**src/rtl/xacc.sv**
```systemverilog
// Reduction/accumulator unit: picks one flow-bus slot and reduces it (sum, max, min, saturating sum) per period.
// Optional XACC_INREG_EN registers the selected operand, delaying every sample, result and done by one cycle.
module xacc #(
    parameter int DATA_W    = 32,
    parameter int N_W       = 5,
    parameter int DELAY_W   = 5,
    parameter int PERIOD_W  = 10,
    parameter int ITER_W    = 10,
    parameter int DATABUS_W = 512
) (
    input  logic                                          clk,
    input  logic                                          rst,
    input  logic                                          run,
    output logic                                          done,
    input  logic [2*DATABUS_W-1:0]                        flow_in,
    output logic [DATA_W-1:0]                             flow_out,
    input  logic [N_W+2+DELAY_W+PERIOD_W+ITER_W-1:0]      configdata
);

    localparam int NS   = 2*DATABUS_W/DATA_W;
    localparam int DC_W = DELAY_W + 1;
`ifdef XACC_INREG_EN
    localparam int LAT = 1;
`else
    localparam int LAT = 0;
`endif

    typedef enum logic [1:0] {IDLE, DELAY, RUN} state_t;
    state_t state, state_nxt;

    logic [N_W-1:0]      cfg_sel, sel_q;
    logic [1:0]          cfg_op, op_q;
    logic [DELAY_W-1:0]  cfg_delay;
    logic [PERIOD_W-1:0] cfg_period, plast_in, plast_q, pcnt;
    logic [ITER_W-1:0]   cfg_iter, iter_q, icnt;
    logic [DC_W-1:0]     dtgt_in, dtgt_q, dcnt;
    logic [DATA_W-1:0]   sel_word, operand, acc, sum, f_val, result;
    logic                first, last_p, last_i, no_iter, sample, finish;

    assign cfg_iter   = configdata[ITER_W-1:0];
    assign cfg_period = configdata[ITER_W +: PERIOD_W];
    assign cfg_delay  = configdata[ITER_W+PERIOD_W +: DELAY_W];
    assign cfg_op     = configdata[ITER_W+PERIOD_W+DELAY_W +: 2];
    assign cfg_sel    = configdata[ITER_W+PERIOD_W+DELAY_W+2 +: N_W];

    // The input register adds one cycle, folded into the start delay.
    assign dtgt_in  = DC_W'(cfg_delay) + DC_W'(LAT);
    assign plast_in = (cfg_period == '0) ? '0 : cfg_period - PERIOD_W'(1);

    always_comb begin
        sel_word = '0;
        for (int k = 0; k < NS; k++) begin
            if (int'(sel_q) == k) sel_word = flow_in[(NS-k)*DATA_W-1 -: DATA_W];
        end
    end

`ifdef XACC_INREG_EN
    logic [DATA_W-1:0] operand_q;
    always_ff @(posedge clk or negedge rst) begin
        if (!rst) operand_q <= '0;
        else      operand_q <= sel_word;
    end
    assign operand = operand_q;
`else
    assign operand = sel_word;
`endif

    assign first   = (pcnt == '0);
    assign last_p  = (pcnt == plast_q);
    assign last_i  = (icnt == iter_q - ITER_W'(1));
    assign no_iter = (iter_q == '0);
    assign sample  = (state == RUN) && !no_iter;

    always_comb begin
        sum   = acc + operand;
        f_val = sum;
        case (op_q)
            2'b01: f_val = ($signed(acc) > $signed(operand)) ? acc : operand;
            2'b10: f_val = ($signed(acc) < $signed(operand)) ? acc : operand;
            2'b11: begin
                // Overflow only when both addends share a sign the sum lost.
                if ((acc[DATA_W-1] == operand[DATA_W-1]) && (sum[DATA_W-1] != acc[DATA_W-1]))
                    f_val = acc[DATA_W-1] ? {1'b1, {(DATA_W-1){1'b0}}} : {1'b0, {(DATA_W-1){1'b1}}};
            end
            default: f_val = sum;
        endcase
        result = first ? operand : f_val;
    end

    always_comb begin
        state_nxt = state;
        finish    = 1'b0;
        case (state)
            IDLE:  if (run) state_nxt = (dtgt_in != '0) ? DELAY : RUN;
            DELAY: if (dcnt == dtgt_q - DC_W'(1)) state_nxt = RUN;
            RUN: begin
                if (no_iter || (last_p && last_i)) begin
                    state_nxt = IDLE;
                    finish    = 1'b1;
                end
            end
            default: state_nxt = IDLE;
        endcase
    end

    always_ff @(posedge clk or negedge rst) begin
        if (!rst) state <= IDLE;
        else      state <= state_nxt;
    end

    always_ff @(posedge clk or negedge rst) begin
        if (!rst) begin
            sel_q    <= '0;
            op_q     <= '0;
            dtgt_q   <= '0;
            plast_q  <= '0;
            iter_q   <= '0;
            acc      <= '0;
            pcnt     <= '0;
            icnt     <= '0;
            dcnt     <= '0;
            flow_out <= '0;
            done     <= 1'b0;
        end else begin
            if ((state == IDLE) && run) begin
                sel_q   <= cfg_sel;
                op_q    <= cfg_op;
                dtgt_q  <= dtgt_in;
                plast_q <= plast_in;
                iter_q  <= cfg_iter;
                acc     <= '0;
                pcnt    <= '0;
                icnt    <= '0;
                dcnt    <= '0;
                done    <= 1'b0;
            end
            if (state == DELAY) dcnt <= dcnt + DC_W'(1);
            if (sample) begin
                acc <= result;
                if (last_p) begin
                    flow_out <= result;
                    pcnt     <= '0;
                    icnt     <= icnt + ITER_W'(1);
                end else begin
                    pcnt <= pcnt + PERIOD_W'(1);
                end
            end
            if (finish) done <= 1'b1;
        end
    end

endmodule

```
**config.mk**
```make
export PLATFORM = sky130hd
export DESIGN_NAME = xacc
export DESIGN_NICKNAME = d
export VERILOG_FILES = /design/src/rtl/xacc.sv
export SDC_FILE = /design/constraint.sdc
export NUM_CORES = 1
export LEC_CHECK = 0
export ABC_AREA = 1
export BUFFER_PORTS_ARGS = -buffer_cell sky130_fd_sc_hd__buf_2
export CORE_AREA = 2 2 421 423
export CTS_CLUSTER_DIAMETER = 100
export DETAILED_ROUTE_END_ITERATION = 8
export DIE_AREA = 0 0 423 425
export HOLD_SLACK_MARGIN = 0.06
export PLACE_DENSITY_LB_ADDON = 0.1
export REMOVE_ABC_BUFFERS = 1
export SLEW_MARGIN = 5
export SYNTH_ARGS = -nofsm -noshare
export SYNTH_HDL_FRONTEND = slang
export SYNTH_SLANG_ARGS = --single-unit
```
**constraint.sdc**
```tcl
create_clock -name clk -period 9.4 [get_ports clk]
set_input_delay 0.94 -clock clk [delete_from_list [all_inputs] [get_ports clk]]
set_output_delay 0.94 -clock clk [all_outputs]
set_load 0.01 [all_outputs]
```
Word-level counts from Yosys, hierarchy flattened
Index checks and enable logic that the tools add are counted.
{"block": "word_totals", "reg_bits": 125, "inputBits": 1059, "output_inout_bits": 33, "elab_cells": 140}
{"block": "op_classes", "n_addsub": 7, "n_lt_le_gt_ge": 2, "n_eq_ne": 44, "n_mux": 58, "n_reduce_logical": 17}
{"op": "$mux W32", "count": 39}
{"op": "$pmux W32 S3", "count": 1}
{"op": "$eq A5 B5 Y1 const B", "count": 16}
{"op": "$mux W10", "count": 7}
{"op": "$eq A5 B4 Y1 const B", "count": 8}
{"op": "$add A32 B32 Y32", "count": 1}
{"op": "$gt A32 B32 Y1", "count": 1}
{"op": "$lt A32 B32 Y1", "count": 1}
{"op": "$logic_not A10 Y1", "count": 3}
{"op": "$add A10 B1 Y10 const B", "count": 2}
{"op": "$eq A10 B10 Y1", "count": 2}
{"op": "$eq A5 B3 Y1 const B", "count": 4}
{"op": "$sub A10 B1 Y10 const B", "count": 2}
{"op": "$mux W6", "count": 2}
{"op": "$eq A5 B2 Y1 const B", "count": 2}
{"op": "$mux W2", "count": 4}
{"op": "$add A6 B1 Y6 const B", "count": 1}
{"op": "$eq A2 B2 Y1 const B", "count": 3}
{"op": "$eq A6 B6 Y1", "count": 1}
{"op": "$pmux W2 S3", "count": 1}
{"op": "$reduce_bool A2 Y1", "count": 3}
{"op": "$reduce_bool A6 Y1", "count": 1}
{"op": "$sub A5 B1 Y6 const B", "count": 1}
{"op": "$eq A5 B1 Y1 const B", "count": 1}
{"op": "13 further kinds", "count": 21}

Depth between registers and ports, before layout
Gate-level depths: netlist of run 1.
{"block": "depth", "depth_word": 40, "mapped_depth": 54, "ltp_nobuf": 51}

Worst setup path after synthesis of run 1
No wires, ideal clock.
{"block": "synth_path", "path_type": "input to register", "from": "in flow_in[932]", "to": "reg acc[20]", "setup_time_ns": 0.117, "t_arrival_ns": 5.113, "required_ns": 9.283, "setup_slack_ns": 4.169, "path_stages": 47, "path_buffers": 1, "path_cell_list": "or2_2 nand2_1 nand4_1 nand2_1 nand4_1 nor2_1 nand4_1 nor2_1 nand3_1 nand2_1 nand4_1 nor2_1 nand4_1 nor2_1 nand4_1 nand2_1 nand2_1 nand2_1 [... 11 more ...] nand2_2 nand2_2 a21oi_4 inv_2 nand2_2 nand3_2 nand2_1 nand2_1 or2_4 nand3_4 buf_8 nand2_1 a21oi_1 nand3_1 nand2_1 nand2_1 nand3_1 nand2_1"}
{"block": "synth_between", "elab_chain_len": 37, "elab_cells_between_ends": 41, "classes_between": "add/sub (1); order compare (2); eq/ne (1); mux (36); reduce/logical (1)"}
{"item": "start: declaration", "line_no": "15", "source": "input logic [2*DATABUS_W-1:0] flow_in,"}
{"item": "$mux W32 * (30 in a row)", "line_no": "53", "source": "if (int'(sel_q) == k) sel_word = flow_in[(NS-k)*DATA_W-1 -: DATA_W];"}
{"item": "$add A32 B32 Y32", "line_no": "75", "source": "sum = acc + operand;"}
{"item": "$ne A1 B1 Y1", "line_no": "82", "source": "if ((acc[DATA_W-1] == operand[DATA_W-1]) && (sum[DATA_W-1] != acc[DATA_W-1]))"}
{"item": "$logic_and A1 B1 Y1", "line_no": "82"}
{"item": "$mux W32", "line_no": "82"}
{"item": "$pmux W32 S3 *", "line_no": "77", "source": "case (op_q)"}
{"item": "$mux W32 *", "line_no": "87", "source": "result = first ? operand : f_val;"}
{"item": "$mux W32 *", "line_no": "138", "source": "if (sample) begin"}
{"item": "end signal: assignment", "line_no": "139", "source": "acc <= result;"}
{"item": "end: declaration", "line_no": "37", "source": "logic [DATA_W-1:0] sel_word, operand, acc, sum, f_val, result;"}
Every way passes the cells marked *; elsewhere a longest branch is shown, timed or not.
A chain may end at the register's enable or synchronous reset.

Final worst setup path of run 1
{"block": "layout_path", "from": "reg sel_q[3]", "to": "reg flow_out[15]"}
{"block": "layout_between", "elab_chain_len": 39, "elab_cells_between_ends": 75, "classes_between": "add/sub (1); order compare (2); eq/ne (33); mux (37); reduce/logical (2)"}
{"item": "start: declaration", "line_no": "31", "source": "logic [N_W-1:0] cfg_sel, sel_q;"}
{"item": "start signal: assignment", "line_no": "126", "source": "sel_q <= cfg_sel;"}
{"item": "$logic_not A5 Y1", "line_no": "53"}
{"item": "$mux W32 (31 in a row)", "line_no": "53"}
{"item": "$mux W32 *", "line_no": "53"}
{"item": "$add A32 B32 Y32", "line_no": "75"}
{"item": "$ne A1 B1 Y1", "line_no": "82"}
{"item": "$logic_and A1 B1 Y1", "line_no": "82"}
{"item": "$mux W32", "line_no": "82"}
{"item": "$pmux W32 S3", "line_no": "77"}
{"item": "$mux W32 *", "line_no": "87"}
{"item": "end signal: assignment", "line_no": "141", "source": "flow_out <= result;"}
{"item": "end: declaration", "line_no": "16", "source": "output logic [DATA_W-1:0] flow_out,"}
Marked as above.

==> reports/summary.txt, run 1 <==
status: complete, no violations
WL final: 206,000 µm
Tcrit/Tclk final: 0.927
CTS Root Cell: clkbuf_16
critical path's largest stage delay: 0.64 ns
Crit path top cell by count: nand2_1
Placed Area: 27,400 µm²
most common cell after layout, fill and taps aside: nand2_1
Skew-Pair Late Insertion Delay: 0.50 ns
NumNets Final: 5,744
DR vias/cell: 4.03
Yosys reg bits: 125
final-report hold violation count: 0
worst-path fanout max: 28
initial drt markers: 2,162
final slew viol count: 0
initial antenna violation count: 136
Synth cell types: 59
Post-CTS Setup Bufs: 0
Vias: 28,200
IO Pins: 1,092
WL per Instance: 29.4 µm
Leak Pwr: 14.7 nW
ys flop type: dfrtp_1
RSZ-0062 raised after global routing: no
Ys Warns: 0
effective utilization at floorplan: 0.108
Die Ht: 425 µm
total CTS buffers: 17
Clock transition at path regs: 0.07 ns
drt first pass iters: 5
Worst slew margin: 0.357
first-pass GRT wire length: 265,000 µm
Worst setup SP type: flip-flop
RD Place Congestion: 0.956
Row Count: 154
critical path class: reg -> reg
vias in the first global route: 27,800
crit path capture type: flip-flop
FILL cells: 21,100
Netlist Area Pre-Place: 19,000 µm²
CTS sink cnt: 125
Tmin final: 8.71 ns
arrival time at the worst endpoint: 9.09 ns
global route overflow: 0
sequential fraction of the synthesis area: 0.165
cells after synthesis: 3,592
Post-synth EDFFs: 0
fraction of registers with async set or reset after synthesis: 1.00
Critical path buffers and inverters: 3
DR DRC count: 0
largest net degree at the start of global routing: 76
CTS tree: yes
Worst EP required: 9.78 ns
FF-to-FF Start: sel_q[3]
mean post-synth cell area: 5.28 µm²
layout cells sized above 1: 0.290
FF-to-FF path depth: 47
Final HPWL DP: 179,000 µm
Peak VDD IR: 0.480 mV
area grow syn2layout: 47.8%
ANT nets after route: 0
fin area: 28,000 µm²
CP max stage cell: nand4_1
setup TNS: 0 ns
Worst R2R End: flow_out[15]
post-CTS sizing: 0
Cell Pwr Density: 423 nW/µm²
r2r setup slk: 0.69 ns
CTS max path bufs: 2
most frequent cells in the layout: nand2_1, buf_2, inv_1
gr usage total: 0.220
CTS Hold Bufs: 0
Top delay family on crit path: simple AND/OR/NAND/NOR gates
H-tree depth: 4
IO Port Bufs: 1,091
Clock Skews: 0.0146 ns
setup violators final: 0
Hold WC Path Type: in -> async
Core Area: 175,000 µm²
worst-margin pin slew: 0.965 ns
die extent in x: 423 µm
number of max-cap violations: 0
Die ar.: 180,000 µm²
Highest Clock Rate: 0.115 GHz
## power by group
part           leakage [nW]  switching [mW]  total (mW)  internal (mW)
registers              1.51           0.206       0.929          0.723
logic                  13.0            7.42        10.2           2.81
clock network         0.261           0.322       0.696          0.375
total                  14.7            7.94        11.9           3.91
## final cells by class
cell class	count	area, µm²	area share
Tap cell	2340	2930	0.104
Clock inverter	13	130	0.00464
Sequential cell	125	3130	0.112
Timing Repair Buffer	1164	6030	0.215
Antenna cell	43	108	0.00384
Clock buffer	19	443	0.0158
Inverter	466	1750	0.0624
Multi-Input combinational cell	2839	13500	0.482
## worst max-delay path by stage
stage          slack (ns)      endpoint  cells after the start      from
2_1_floorplan        2.39   flow_out[2]                     37  sel_q[4]
3_3_place_gp         0.61  flow_out[20]                     47  sel_q[3]
3_5_place_dp         0.60  flow_out[29]                     47  sel_q[3]
4_1_cts              0.55  flow_out[29]                     47  sel_q[3]
5_1_grt             0.002  flow_out[29]                     47  sel_q[3]
6_report             0.69  flow_out[15]                     47  sel_q[3]
## through the flow
step	utilization	std cells	hold WS [ns]	setup WS [ns]	total power [mW]
after floorplan	-	3430	0.465	2.39	6.51
after global placement	0.156	6934	0.466	0.610	11.5
after detailed placement	0.156	6934	0.467	0.603	11.4
after CTS	0.159	6966	0.486	0.548	12.2
after global routing	0.160	6987	0.499	0.00223	13.1
final	0.160	7009	0.477	0.691	11.9
## kinds of logic (layout without fill, tap and decap cells)
logic type,after synthesis,after routing,synth area share
xor+xnor,66,66,0.0305
buf+inv,628,1662,0.129
simple gates,2385,2385,0.534
mux,2,2,0.00106
flops,125,125,0.165
fa+ha+maj,72,72,0.0479
other cells,0,43,0
compound gates,314,314,0.0919
## sequential cells by signal, indices dropped and copies added (netlist names)
register / cells
done: 1
acc: 32
dtgt_q: 5
plast_q: 10
pcnt: 10
icnt: 10
op_q: 2
dcnt: 6
iter_q: 10
state: 2
sel_q: 5
flow_out: 32
## synthesized netlist by cell type, drive strengths merged (45+ instances only)
cell,number,share of area
inv,463,0.092
a21oi,135,0.036
o21ai,124,0.033
nand2,1462,0.29
or2,92,0.030
nor2,384,0.078
clkbuf,112,0.022
buf,48,0.014
dfrtp,125,0.16
nand4,232,0.077
xor2,45,0.021
ha,71,0.047
nand3,175,0.048
## per-layer routing
layer | GRT usage | vias to the layer above | wire (µm)
li1 | - | 13400 | -
met1 | 0.264 | 13400 | 85200
met4 | 0.0700 | 66 | 6950
met5 | 0 | - | 452
met2 | 0.390 | 974 | 102000
met3 | 0.0462 | 315 | 11300
(Power assumes the default switching activity.)
==> run 2, diff against run 1 <==
--- a/config.mk
+++ b/config.mk
@@ -13,6 +13,7 @@
 export DIE_AREA = 0 0 423 425
 export HOLD_SLACK_MARGIN = 0.06
 export PLACE_DENSITY_LB_ADDON = 0.1
+export RECOVER_POWER = 100
 export REMOVE_ABC_BUFFERS = 1
 export SLEW_MARGIN = 5
 export SYNTH_ARGS = -nofsm -noshare
==> run 2 against run 1 <==
Effect of this change: the run now ends with max-capacitance violations, max-slew violations left; via count fell by 0.13%; global-route usage did not move; routed wire length barely moved; critical path depth fell by 2; worst setup slack got worse by 0.069 ns; critical endpoint unchanged; utilization barely moved; register-to-register slack got worse by 0.07 ns; count of clock-buffer cells in the layout did not move; die area did not move; sequential cell count did not move; cell area fell by 0.27%; sequential share of layout area barely moved.
==> reports/summary.txt, run 2 (synthesis gave the netlist of run 1 again) <==
worst-margin pin slew: 4.67 ns (+3.70 ns)
r2r setup slk: 0.62 ns (-0.07 ns)
Worst R2R End: flow_out[15]
Critical Path End: flow_out[15]
global route overflow: 0 (unchanged)
initial drt markers: 2,028 (-6.2%)
Tmin final: 8.78 ns (+0.0687 ns)
Hold WC Path Type: reg -> reg
failing checks: max-capacitance violations, max-slew violations
IO Pins: 1,092 (unchanged)
largest net degree at the start of global routing: 76 (unchanged)
layout cells sized above 1: 0.281 (-0.00908)
Row Count: 154 (unchanged)
setup violators final: 0 (unchanged)
worst-path fanout max: 25 (-11%)
DR vias/cell: 4.03 (about the same)
NumNets Final: 5,744 (unchanged)
setup TNS: 0 ns (unchanged)
vias in the first global route: 27,800 (unchanged)
Worst slew margin: -2.11 (-2.47)
CP max stage cell: nand4_1
ANT nets after route: 0 (unchanged)
Post-CTS Setup Bufs: 0 (unchanged)
CTS tree: yes
Cell Pwr Density: 424 nW/µm² (+0.22%)
total CTS buffers: 17 (unchanged)
FF-to-FF path depth: 45 (-4.3%)
Hold WS: 0.482 ns (+0.00464 ns)
gr usage total: 0.220 (unchanged)
Peak VDD IR: 0.478 mV (-0.43%)
DR DRC count: 0 (unchanged)
Skew-Pair Late Insertion Delay: 0.50 ns (about the same)
CTS sink cnt: 125 (unchanged)
number of max-cap violations: 5 (+5)
Post-Route Utilization: 0.159 (-0.000428)
CTS max path bufs: 2 (unchanged)
Final HPWL DP: 179,000 µm (unchanged)
Tcrit/Tclk final: 0.934 (+0.00731)
WL per Instance: 29.4 µm (about the same)
H-tree depth: 4 (unchanged)
Tot Pwr: 11.8 mW (about the same)
WL final: 206,000 µm (about the same)
Highest Clock Rate: 0.114 GHz (-0.78%)
die extent in x: 423 µm (unchanged)
Die Ht: 425 µm (unchanged)
IO Port Bufs: 1,091 (unchanged)
most frequent cells in the layout: nand2_1, buf_2, inv_1
RD Place Congestion: 0.956 (unchanged)
critical path's largest stage delay: 0.66 ns (+0.02 ns)
final-report hold violation count: 0 (unchanged)
arrival time at the worst endpoint: 9.15 ns (+0.06 ns)
first-pass GRT wire length: 265,000 µm (unchanged)
FF-to-FF Start: sel_q[3]
Clock Skews: 0.0147 ns (+0.000150 ns)
CTS Root Cell: clkbuf_16
most common cell after layout, fill and taps aside: nand2_1
Worst EP required: 9.78 ns (about the same)
Largest regs: acc x32, flow_out x32
drt first pass iters: 5 (unchanged)
Worst setup SP type: flip-flop
Vias: 28,200 (-0.13%)
area grow syn2layout: 47.4%
status: finished with violations
critical path class: reg -> reg
crit path capture type: flip-flop
Die ar.: 180,000 µm² (unchanged)
Worst Setup SP: sel_q[3]
effective utilization at floorplan: 0.108 (unchanged)
post-CTS sizing: 0 (unchanged)
Crit path top cell by count: nand4_1
Core Area: 175,000 µm² (unchanged)
final slew viol count: 248 (+248)
Leak Pwr: 14.7 nW (-0.44%)
CTS Hold Bufs: 0 (unchanged)
Clock transition at path regs: 0.07 ns (about the same)
initial antenna violation count: 136 (unchanged)
==> run 2: cell count changes in the layout (fill, tap and decap cells not counted) <==
cell and delta:
clkbuf_1 +39, buf_2 -34, buf_4 -6, diode_2 -3, inv_1 +3, inv_2 -3
buf_6 -1, clkbuf_2 +1, clkbuf_4 +1, o21ai_0 +1, o21ai_1 -1
==> run 2: worst min-delay path by stage <==
stage                 startpoint           end  slack (ns)  cells past startpoint
detailed placement  flow_out[18]  flow_out[18]        0.47                      2
finish              flow_out[18]  flow_out[18]        0.48                      2
floorplan              iter_q[4]     iter_q[4]        0.47                      2
CTS                 flow_out[24]  flow_out[24]        0.49                      2
global route        flow_out[18]  flow_out[18]        0.50                      2
global placement    flow_out[11]  flow_out[11]        0.47                      2
==> run 2: power by group <==
| group | internal (mW) | switching, mW | total [mW] | leakage (nW) |
|---|---|---|---|---|
| clock | 0.375 | 0.322 | 0.697 | 0.261 |
| combinational | 2.79 | 7.43 | 10.2 | 12.9 |
| sequential | 0.723 | 0.208 | 0.931 | 1.51 |
| total | 3.89 | 7.96 | 11.8 | 14.7 |
==> run 2: worst max-delay path, delay by kind of cell (launching register included) <==
family | cells | cell delay [ns]
AOI/OAI and AO/OA | 9 | 2.06
buffers and inverters | 5 | 1.19
adders and majority gates | 1 | 0.24
and+or+nand+nor | 30 | 4.69
DFF | 1 | 0.46
==> run 2: layout make-up <==
class / instances / area (µm²)
diodes: 40 / 100
clock buffers: 19 / 443
clock inverters: 13 / 130
fillers: 21100 / 147000
inverters: 466 / 1750
multi-input cells: 2839 / 13500
flip-flops and latches: 125 / 3130
well taps: 2340 / 2930
repair buffers: 1164 / 5960
==> run 2: layer usage <==
metal	vias up	part of all wire	GRT usage	routed length, µm
li1	13400	-	-	-
met1	13400	0.41	0.264	85100
met2	989	0.50	0.390	102000
met3	312	0.055	0.0462	11300
met4	66	0.034	0.0700	6900
met5	-	0.0022	0	450
==> run 2: metrics by stage <==
stage / cells / setup slack (ns) / cell area, µm²
floorplan: 3430 / 2.39 / 18300
global placement: 6934 / 0.610 / 27400
detailed placement: 6934 / 0.603 / 27400
CTS: 6966 / 0.548 / 27900
global route: 6987 / -0.00163 / 27900
finish: 7006 / 0.622 / 28000
